## src/rtl/domain_xfer_arbiter.sv

```systemverilog
// domain_xfer_arbiter: round-robin arbiter and sequencer sharing one Montgomery
// domain-transfer unit between the point-load and result-unload requesters.
module domain_xfer_arbiter #(
   parameter int WD_LIMIT = 40
) (
   input  logic        clk,
   input  logic        rst_n,
   input  logic        req0,
   input  logic        req1,
   input  logic        mode0,
   input  logic        mode1,
   input  logic [31:0] x0,
   input  logic [31:0] y0,
   input  logic [31:0] x1,
   input  logic [31:0] y1,
   input  logic [31:0] prime,
   output logic        ack0,
   output logic        ack1,
   output logic [31:0] rsp_x,
   output logic [31:0] rsp_y,
   output logic        rsp_err,
   output logic        busy,
   output logic        xfer_start,
   output logic        xfer_tomont,
   output logic [31:0] xfer_px,
   output logic [31:0] xfer_py,
   output logic [31:0] xfer_prime,
   input  logic [31:0] xfer_rx,
   input  logic [31:0] xfer_ry,
   input  logic        xfer_done
);
   localparam int WDW = $clog2(WD_LIMIT + 1) > 6 ? $clog2(WD_LIMIT + 1) : 6;
   typedef enum logic [2:0] {IDLE, ISSUE, WAIT, ACK, GAP} state_t;
   state_t state_q, state_d;
   logic last_q, last_d, id_q, id_d, mode_q, mode_d, err_q, err_d, gnt_id;
   logic [31:0] px_q, px_d, py_q, py_d, prime_q, prime_d, rx_q, rx_d, ry_q, ry_d;
   logic [WDW-1:0] wd_q, wd_d;
   always_comb begin
      state_d = state_q;
      last_d  = last_q;
      id_d    = id_q;
      mode_d  = mode_q;
      err_d   = err_q;
      px_d    = px_q;
      py_d    = py_q;
      prime_d = prime_q;
      rx_d    = rx_q;
      ry_d    = ry_q;
      wd_d    = wd_q;
      // on a tie the requester that was not served last wins
      gnt_id  = (req0 & req1) ? ~last_q : req1;
      case (state_q)
         IDLE: if (req0 | req1) begin
            id_d    = gnt_id;
            last_d  = gnt_id;
            mode_d  = gnt_id ? mode1 : mode0;
            px_d    = gnt_id ? x1 : x0;
            py_d    = gnt_id ? y1 : y0;
            prime_d = prime;
            if (!prime[0]) begin
               err_d   = 1'b1;
               rx_d    = '0;
               ry_d    = '0;
               state_d = ACK;
            end else state_d = ISSUE;
         end
         ISSUE: begin
            wd_d    = '0;
            state_d = WAIT;
         end
         WAIT: begin
            wd_d = (wd_q == WDW'(WD_LIMIT)) ? wd_q : wd_q + 1'b1;
            if (xfer_done) begin
               rx_d    = xfer_rx;
               ry_d    = xfer_ry;
               err_d   = 1'b0;
               state_d = ACK;
            end else if (wd_q >= WDW'(WD_LIMIT - 1)) begin
               rx_d    = '0;
               ry_d    = '0;
               err_d   = 1'b1;
               state_d = ACK;
            end
         end
         ACK:     state_d = GAP;
         GAP:     state_d = IDLE;
         default: state_d = IDLE;
      endcase
   end
   always_ff @(posedge clk or negedge rst_n) begin
      if (!rst_n) begin
         state_q <= IDLE;
         last_q  <= 1'b1;
         id_q    <= 1'b0;
         mode_q  <= 1'b0;
         err_q   <= 1'b0;
         px_q    <= '0;
         py_q    <= '0;
         prime_q <= '0;
         rx_q    <= '0;
         ry_q    <= '0;
         wd_q    <= '0;
      end else begin
         state_q <= state_d;
         last_q  <= last_d;
         id_q    <= id_d;
         mode_q  <= mode_d;
         err_q   <= err_d;
         px_q    <= px_d;
         py_q    <= py_d;
         prime_q <= prime_d;
         rx_q    <= rx_d;
         ry_q    <= ry_d;
         wd_q    <= wd_d;
      end
   end
   assign ack0        = (state_q == ACK) && !id_q;
   assign ack1        = (state_q == ACK) && id_q;
   assign rsp_x       = rx_q;
   assign rsp_y       = ry_q;
   assign rsp_err     = err_q;
   assign busy        = state_q != IDLE;
   assign xfer_start  = state_q == ISSUE;
   assign xfer_tomont = mode_q;
   assign xfer_px     = px_q;
   assign xfer_py     = py_q;
   assign xfer_prime  = prime_q;
endmodule

```

## config.mk

```make
export PLATFORM = sky130hd
export DESIGN_NAME = domain_xfer_arbiter
export DESIGN_NICKNAME = d
export VERILOG_FILES = /design/src/rtl/domain_xfer_arbiter.sv
export SDC_FILE = /design/constraint.sdc
export NUM_CORES = 1
export LEC_CHECK = 0
export ABC_AREA = 1
export ABC_CLOCK_PERIOD_IN_PS = 2770
export CAP_MARGIN = 20
export CORE_ASPECT_RATIO = 0.5
export CORE_MARGIN = 1.5
export CORE_UTILIZATION = 35
export CTS_CLUSTER_DIAMETER = 30
export CTS_CLUSTER_SIZE = 8
export DETAILED_ROUTE_END_ITERATION = 8
export HOLD_SLACK_MARGIN = 0.15
export MAX_ROUTING_LAYER = met4
export PLACE_DENSITY = 0.73
export SLEW_MARGIN = 10
export SYNTH_ARGS = -nofsm -noshare
export SYNTH_HDL_FRONTEND = slang
export SYNTH_SLANG_ARGS = --single-unit
```

## constraint.sdc

```tcl
create_clock -name clk -period 2.77 [get_ports clk]
set_input_delay 0.554 -clock clk [delete_from_list [all_inputs] [get_ports clk]]
set_output_delay 0.554 -clock clk [all_outputs]
set_load 0.01 [all_outputs]
```

### Word-level counts from Yosys, hierarchy flattened

Cells that the tools add are included.

* register bits: 173
* input bits: 231
* output and inout port bits: 166
* logic and storage cells: 58

* $add $sub $neg: 1
* order comparisons: 1
* equal/unequal tests: 8
* muxes and demuxes: 23
* bitwise logic cells: 3
* reduce and logical (&&, ||, !) cells: 11

Operator list (count)
* two-way mux 32 bit: 7
* one-hot mux 32 bit (2 select lines): 2
* one-hot mux 3 bit (4 select lines): 1
* one-hot mux 6 bit (2 select lines): 1
* two-way mux 3 bit: 3
* adder 6 x 1 -> 6 bit (second input constant): 1
* equality test 3 x 2 -> 1 bit (second input constant): 2
* equality test 6 bit (second input constant): 1
* greater-or-equal comparator 6 bit (second input constant): 1
* two-way mux 1 bit: 6
* two-way mux 6 bit: 1
* != test 2 bit (second input constant): 3
* AND reduction 2 bit: 3
* AND reduction 4 bit: 1
* nonzero test 2 bit: 2
* equality test 3 x 1 -> 1 bit (second input constant): 1
* logical NOT 3 bit: 1
* != test 3 bit (second input constant): 1
* nonzero test 3 bit: 1
* logical AND 1 bit: 2
* two-way mux 2 bit: 1
* one-hot mux 1 bit (2 select lines): 1
* bitwise AND 1 bit: 1
* logical NOT 1 bit: 1
* 2 further kinds: 2

### Logic depth before layout (Yosys ltp)

Gate-level depths: netlist of run 1.

* depth after elaboration: 4
* gate-level depth with buffers: 10
* gate-level depth less buffers: 9

### Least setup slack after synthesis of run 1

Ideal clock, no wire load.

* kind: in2reg
* start point: in req1
* end point: reg px_q[25] (netlist: xfer_px[25])
* setup time: 0.126 ns
* arrival time: 1.396 ns
* data required time: 2.644 ns
* setup slack: 1.247 ns
* stages on the path: 7
* path buffers: 2
* path through: inv_1 -> a21oi_1 -> inv_1 -> buf_2 -> clkbuf_1 -> nor2_1 -> o21ai_0

* word-level cells in the longest chain between the ends: 3
* elaborated cells between the ends (all ways): 5
* classes of those cells: 2 x mux; 2 x bitwise; 1 x reduce/logical

RTL lines
* start: declaration: RTL line 9 `input logic req1,`
* bitwise AND 1 bit: RTL line 51 `gnt_id = (req0 & req1) ? ~last_q : req1;`
* two-way mux 1 bit: RTL line 51
* two-way mux 32 bit: RTL line 57 `px_d = gnt_id ? x1 : x0;`
* end signal: assignment: RTL line 109 `px_q <= px_d;`
* end: declaration: RTL line 36 `logic [31:0] px_q, px_d, py_q, py_d, prime_q, prime_d, rx_q, rx_d, ry_q, ry_d;`

Several ways; a longest one is shown, not always the timed one.
A chain may end at the register's enable or synchronous reset.

### Worst setup path after layout of run 1

* start point: reg state_q[0]
* end point: out ack0

* word-level cells in the longest chain between the ends: 2

RTL lines
* start: declaration: RTL line 34 `state_t state_q, state_d;`
* start signal: assignment: RTL line 104 `state_q <= state_d;`
* equality test 3 x 2 -> 1 bit: RTL line 117 `assign ack0 = (state_q == ACK) && !id_q;`
* logical AND 1 bit: RTL line 117
* end: declaration: RTL line 17 `output logic ack0,`

Every way passes these cells.

==> metrics.md, run 1 <==
| Metric | Value |
|---|---|
| DR WL/cell | 15.9 um |
| R2r startpoint | state_q[0]$_DFFE_PN0P_ |
| WL met1 | 9940 um |
| CTS Buf Count | 17 |
| Worst path arrival time | 1.96 ns |
| Final HPWL DP | 17500 um |
| Flop2flop setup slack | 0.83 ns |
| CTS resizes | 0 |
| Clock buffer depth | 2 |
| Starting Density | 36.4% |
| Synth-to-layout area growth | 66.4% |
| Largest net degree at the start of global routing | 82 |
| Setup TNS | 0 ns |
| Worst path required time | 2.22 ns |
| RePlAce Congestion | 0.965 |
| Port buffer count | 396 |
| Global-route wire length before repair | 36900 um |
| Die Footprint | 21500 um2 |
| Clock share of power | 18.8% |
| CP max FO | 4 |
| Most used cell along the critical path | inv_1 |
| Clock Tree Root | clkbuf_16 |
| Met3 routed WL | 1060 um |
| Vias | 7057 |
| Ranking of synthesized cells by area | dfrtp_1 60%, nand2_1 20%, o21ai_0 5.6% |
| Share of cells above drive strength 1 | 4.33% |
| Syn avg cell area | 8.46 um2 |
| Row count | 36 |
| Final hold vios | 0 |
| Most common cell after layout, fill and taps aside | clkdlybuf4s50_1 |
| Die Span X | 206 um |
| Synth top area share | 59.7% |
| Post-CTS Hold Fix Bufs | 0 |
| WP depth | 5 |
| Leakage power | 5.54 nW |
| Initial DRC count | 485 |
| Sequential cell area fraction in the yosys report | 60.1% |
| Post-CTS Setup Bufs | 0 |
| Sw frac | 37.7% |
| Slew headroom | 54.8% |
| CORE AREA | 19800 um2 |
| Hold crit path type | input port to asynchronous set/reset pin |
| Outcome | complete, no violations |
| CTS H-tree depth | 4 |
| Vias/cell | 4.67 |
| Xor/xnor share of the synthesized area | 0.243% |
| Most frequent cells in the layout | 395 x clkdlybuf4s50_1, 377 x nand2_1, 172 x dfrtp_1, 80 x o21ai_0, 75 x nor2_1 |
| Simple-gate share of the synthesized area | 24.6% |
| Final min period | 2.52 ns |
| Period utilization | 90.9% |
| Top sig layer | met4 |
| Reg clk slew, reported paths | 0.07 ns |
| Net count after synthesis | 1085 |
| Worst-skew pair later-pin latency | 0.42 ns |
| Adder-cell share of the synthesized area | 0.347% |
| Critical Path, Cell by Cell | inv_1, nor3_1, inv_1, nor2_1, clkdlybuf4s50_1 |
| Mux share of post-synthesis cell area | 0% |
| Cells after Synth | 852 |
| FF/Latch Area | 4330 um2 |
| CP Class | flop to output port |
| Clock tree sinks | 173 |
| Psw | 4.55 mW |
| Startpoint types | flop |
| Max-cap violation count | 0 |
| Vias in the first global route | 6991 |
| Initial antenna violation count | 0 |
| Slowest CP cell | clkdlybuf4s50_1 |
| Nature of the critical path endpoint | output port |
| Slew @ Worst Pin | 0.677 ns |
| Mapped cell area | 7200 um2 |
| N_diodes | 0 |
| Worst Clk Skew | 0.0118 ns |
| Worst VDD drop | 0.644 mV |
| Fillers | 1713 |
| Final Net Count | 1466 |
| DR pass1 iterations | 5 |
| Critical path launch point | state_q[0]$_DFFE_PN0P_ |
| Top cell family by delay on the critical path | buffers and inverters |
| Post-synth cell types | 26 |
| Pint | 7.51 mW |
| Register share of total power | 34.6% |
| Drt drc | 0 |
| Yosys warns | 0 |
| Die height | 104 um |
| Area of the multi-input gates | 2560 um2 |
| #FFs+latches synth | 173 |
| I/O pins | 397 |
| RSZ-0062 raised after global routing | false |
| Overall Global Routing Usage | 22.8% |
| Pwr Density | 1010 nW/um2 |
| Antenna Nets Post-Route | 0 |
| Bufs and invs on worst path | 3 |
| Max Slew Vio Count | 0 |
| Slowest cell delay on critical path | 0.56 ns |
| GRT overflow | 0 |
| Comb power frac | 46.6% |
| Largest family of logic cells by synthesized area | simple AND/OR/NAND/NOR gates |
| Reg2reg end | rsp_x[31]$_DFFE_PN0P_ |
| Hold WS | 0.160 ns |
| Setup crit end | ack0 |
| R2R depth | 8 |
| Max Clk Rate | 397 MHz |
| Final setup fails | 0 |
| CTS tree | built |
| Met2 wire len | 12200 um |
| Cell taking the most area after synthesis | dfrtp_1 |
| Post-Route WL | 24000 um |
| Post-synthesis compound-gate area fraction | 10.1% |
-- metal layers --
metal / global-route usage (%) / vias to the layer above
met5: - / -
li1: - / 3439
met2: 39.0 / 212
met4: 9.68 / 0
met3: 3.79 / 53
met1: 26.5 / 3353
-- state kept, by name (all words and copies together), names as in the netlist --
name and cells:
id_q 1, last_q 1, rsp_err 1, rsp_x 32
rsp_y 32, state_q 3, wd_q 6, xfer_prime 32
xfer_px 32, xfer_py 32, xfer_tomont 1
-- synth_stat cells, drive strengths merged --
cell type and number:
a21oi 3, a31oi 1, and3 1, buf 23, clkbuf 24, dfrtp 172
dfstp 1, ha 2, inv 20, nand2 378, nand3 7, nand3b 1
nand4 2, nor2 76, nor3 1, o21ai 137, o22ai 1, xor2 2
-- worst min path at each step --
stage,from,endpoint,slack [ns]
detailed placement,xfer_prime[21]$_DFFE_PN0P_,xfer_prime[21]$_DFFE_PN0P_,0.46
global placement,rsp_x[15]$_DFFE_PN0P_,rsp_x[15]$_DFFE_PN0P_,0.45
CTS,rst_n,rsp_x[24]$_DFFE_PN0P_,0.17
global route,rst_n,rsp_y[29]$_DFFE_PN0P_,0.19
floorplan,rst_n,id_q$_DFFE_PN0P_,0.26
finish,rst_n,rsp_y[29]$_DFFE_PN0P_,0.16
-- final cells by class --
type	count	area share (%)
multi-input combinational	612	21.3
clock buffer	18	3.58
sequential	173	36.1
clock inverter	14	1.02
tap	266	2.78
inverter	20	0.626
timing repair buffer	409	34.5
-- power by group through the flow --
stage	Clock, mW	Sequential, mW	Combinational (mW)
after global placement	0	4.17	5.53
after floorplan	0	4.60	2.23
after detailed placement	0	4.19	5.67
final	2.27	4.17	5.62
after global routing	2.45	4.30	6.14
after CTS	2.33	4.17	5.69
-- metrics by stage --
stage	utilization [%]	cells	cell area [um2]	power [mW]	setup slack, ns
4_1_cts	60.5	1512	12000	12.2	0.208
3_3_place_gp	57.7	1480	11400	9.70	0.491
6_report	60.5	1512	12000	12.1	0.251
3_5_place_dp	57.7	1480	11400	9.86	0.415
5_1_grt	60.5	1512	12000	12.9	0.108
2_1_floorplan	-	852	7200	6.83	1.25
-- worst reg2reg max path, stage by stage (launching register included) --
cell	delay (ns)
dfrtp_1	0.42
nor2_1	0.19
nand2_1	0.16
inv_1	0.20
nand2_1	0.12
inv_2	0.36
buf_12	0.26
nand2_1	0.10
nand2_1	0.07
-- cell families after synthesis --
kind of cell             Yosys count
XOR/XNOR                           2
flip-flops                       173
adder cells (fa/ha/maj)            2
buffers and inverters             67
AO/OA/AOI/OAI                    142
AND/OR/NAND/NOR                  466
No activity file was read; power rests on OpenSTA's default activity.
==> run 2, diff against run 1 <==
- HOLD_SLACK_MARGIN: 0.15 -> 0.06
==> results of run 2 <==
Final layout, timing and power as in run 1 (identical DEF).
==> run 3, diff against run 2 <==
- CORE_AREA: unset -> 2 2 156 158
- CORE_ASPECT_RATIO: 0.5 -> unset
- CORE_MARGIN: 1.5 -> unset
- CORE_UTILIZATION: 35 -> unset
- DIE_AREA: unset -> 0 0 158 160
- PLACE_DENSITY: 0.73 -> 0.65
==> run 3 against run 2 <==
Against the previous run: sequential share of layout area down 0.41 points; critical path depth unchanged; maximum frequency up 1.0%; wire length up 0.10%; highest routed layer unchanged.
==> metrics.md, run 3 (same netlist as run 1, synthesis figures left out) <==
| Metric | Value |
|---|---|
| Outcome | complete, no violations |
| Overall Global Routing Usage | 19.0% |
| Clock Tree Root | clkbuf_16 |
| Most common cell after layout, fill and taps aside | clkdlybuf4s50_1 |
| CTS resizes | 0 |
| Most frequent cells in the layout | 395 x clkdlybuf4s50_1, 377 x nand2_1, 172 x dfrtp_1, 80 x o21ai_0, 75 x nor2_1 |
| Die Footprint | 25300 um2 |
| Antenna Nets Post-Route | 0 |
| Max Slew Vio Count | 0 |
| GRT overflow | 0 |
| CTS H-tree depth | 4 |
| CP max FO | 4 |
| DR WL/cell | 15.3 um |
| Post-CTS Hold Fix Bufs | 0 |
| Clock tree sinks | 173 |
| Pwr Density | 1010 nW/um2 |
| CP Class | flop to output port |
| Row count | 57 |
| Synth-to-layout area growth | 68.3% |
| Die Span X | 158 um |
| Final hold vios | 0 |
| Largest net degree at the start of global routing | 99 |
| Worst VDD drop | 0.480 mV |
| Fillers | 2287 |
| Max-cap violation count | 0 |
| Port buffer count | 396 |
| Placed Instances | 1537 |
| Post-Route WL | 24000 um |
| Nature of the critical path endpoint | output port |
| Max Clk Rate | 401 MHz |
| CTS Buf Count | 17 |
| Setup TNS | 0 ns |
| Global-route wire length before repair | 36600 um |
| Post-CTS Setup Bufs | 0 |
| DR pass1 iterations | 4 |
| Worst-skew pair later-pin latency | 0.43 ns |
| Leakage power | 5.57 nW |
| Final Net Count | 1465 |
| Initial DRC count | 390 |
| Startpoint types | flop |
| Worst path required time | 2.22 ns |
| Drt drc | 0 |
| RePlAce Congestion | 0.813 |
| Vias/cell | 4.45 |
| Vias | 6986 |
| Worst Clk Skew | 0.0181 ns |
| Slew @ Worst Pin | 0.509 ns |
| RSZ-0062 raised after global routing | false |
| Starting Density | 30.2% |
| Clock buffer depth | 2 |
| Worst path arrival time | 1.94 ns |
| Final HPWL DP | 17200 um |
| Reg clk slew, reported paths | 0.08 ns |
| Hold crit path type | input port to asynchronous set/reset pin |
| CTS tree | built |
| Die height | 160 um |
| I/O pins | 397 |
| Initial antenna violation count | 1 |
| Fin util | 50.9% |
| Period utilization | 90.0% |
| CORE AREA | 23800 um2 |
| Final min period | 2.49 ns |
| Fin cells | 1570 |
| Final setup fails | 0 |
| Vias in the first global route | 6909 |
| Share of cells above drive strength 1 | 4.34% |
| Slew headroom | 66.1% |
run 3: cell types whose count changed in the layout (fill, tap and decap cells not counted):
cell	change
diode_2	+1
bufinv_16	+1
clkinv_4	+1
buf_12	+1
inv_2	-1
inv_6	-2
clkbuf_1	-1
clkinv_8	+2
inv_8	+1
clkinvlp_4	-2
clkbuf_8	+1
buf_4	-2
run 3: worst paths after layout:
kind                                         from                     end  slack [ns]  depth (start not counted)
max reg2reg                state_q[1]$_DFFE_PN0P_  xfer_py[9]$_DFFE_PN0P_        0.93                          7
min in group clk             rsp_x[4]$_DFFE_PN0P_    rsp_x[4]$_DFFE_PN0P_        0.47                          2
min                                         rst_n    rsp_x[8]$_DFFE_PN0P_        0.06                          1
min reg2reg                  rsp_x[4]$_DFFE_PN0P_    rsp_x[4]$_DFFE_PN0P_        0.47                          2
max in group asynchronous                   rst_n      last_q$_DFFE_PN1P_        1.91                          2
max                        state_q[0]$_DFFE_PN0P_                    ack1        0.28                          5
run 3: final cells by class:
cell class | instances | area, um2 | area share (%)
inverter | 20 | 76.3 | 0.630
sequential | 173 | 4330 | 35.7
clock inverter | 14 | 168 | 1.38
antenna | 1 | 2.50 | 0.0206
multi-input combinational | 612 | 2560 | 21.1
timing repair buffer | 408 | 4140 | 34.2
tap | 324 | 405 | 3.34
clock buffer | 18 | 439 | 3.62
run 3: power breakdown:
part / internal, mW / total, mW / switching (mW)
Clock: 1.32 / 2.46 / 1.14
Sequential: 3.58 / 4.17 / 0.588
Combinational: 2.78 / 5.64 / 2.86
run 3: critical path, cell delays in order, from the launching register on:
cell and delay (ns):
dfrtp_1 0.39, inv_1 0.11, nor3_1 0.25, inv_1 0.09, nor2_1 0.09, clkdlybuf4s50_1 0.58
run 3: layer usage:
metal | GRT usage, % | up-vias | share of wire (%) | wire, um
met3 | 6.40 | 28 | 9.0 | 2170
met2 | 30.5 | 289 | 47 | 11200
li1 | - | 3443 | - | -
met4 | 5.81 | 0 | 2.0 | 476
met5 | - | - | 0 | 0
met1 | 22.6 | 3226 | 42 | 10100
run 3: stage by stage:
stage          cell area, um2  power (mW)  hold WS, ns  worst slack, ns
2_1_floorplan            7200        6.83        0.258             1.25
3_5_place_dp            11500        9.93        0.457            0.410
3_3_place_gp            11500        9.85        0.452            0.487
6_report                12100        12.3       0.0590            0.277
5_1_grt                 12100        13.2       0.0780            0.113
4_1_cts                 12100        12.5       0.0658            0.237
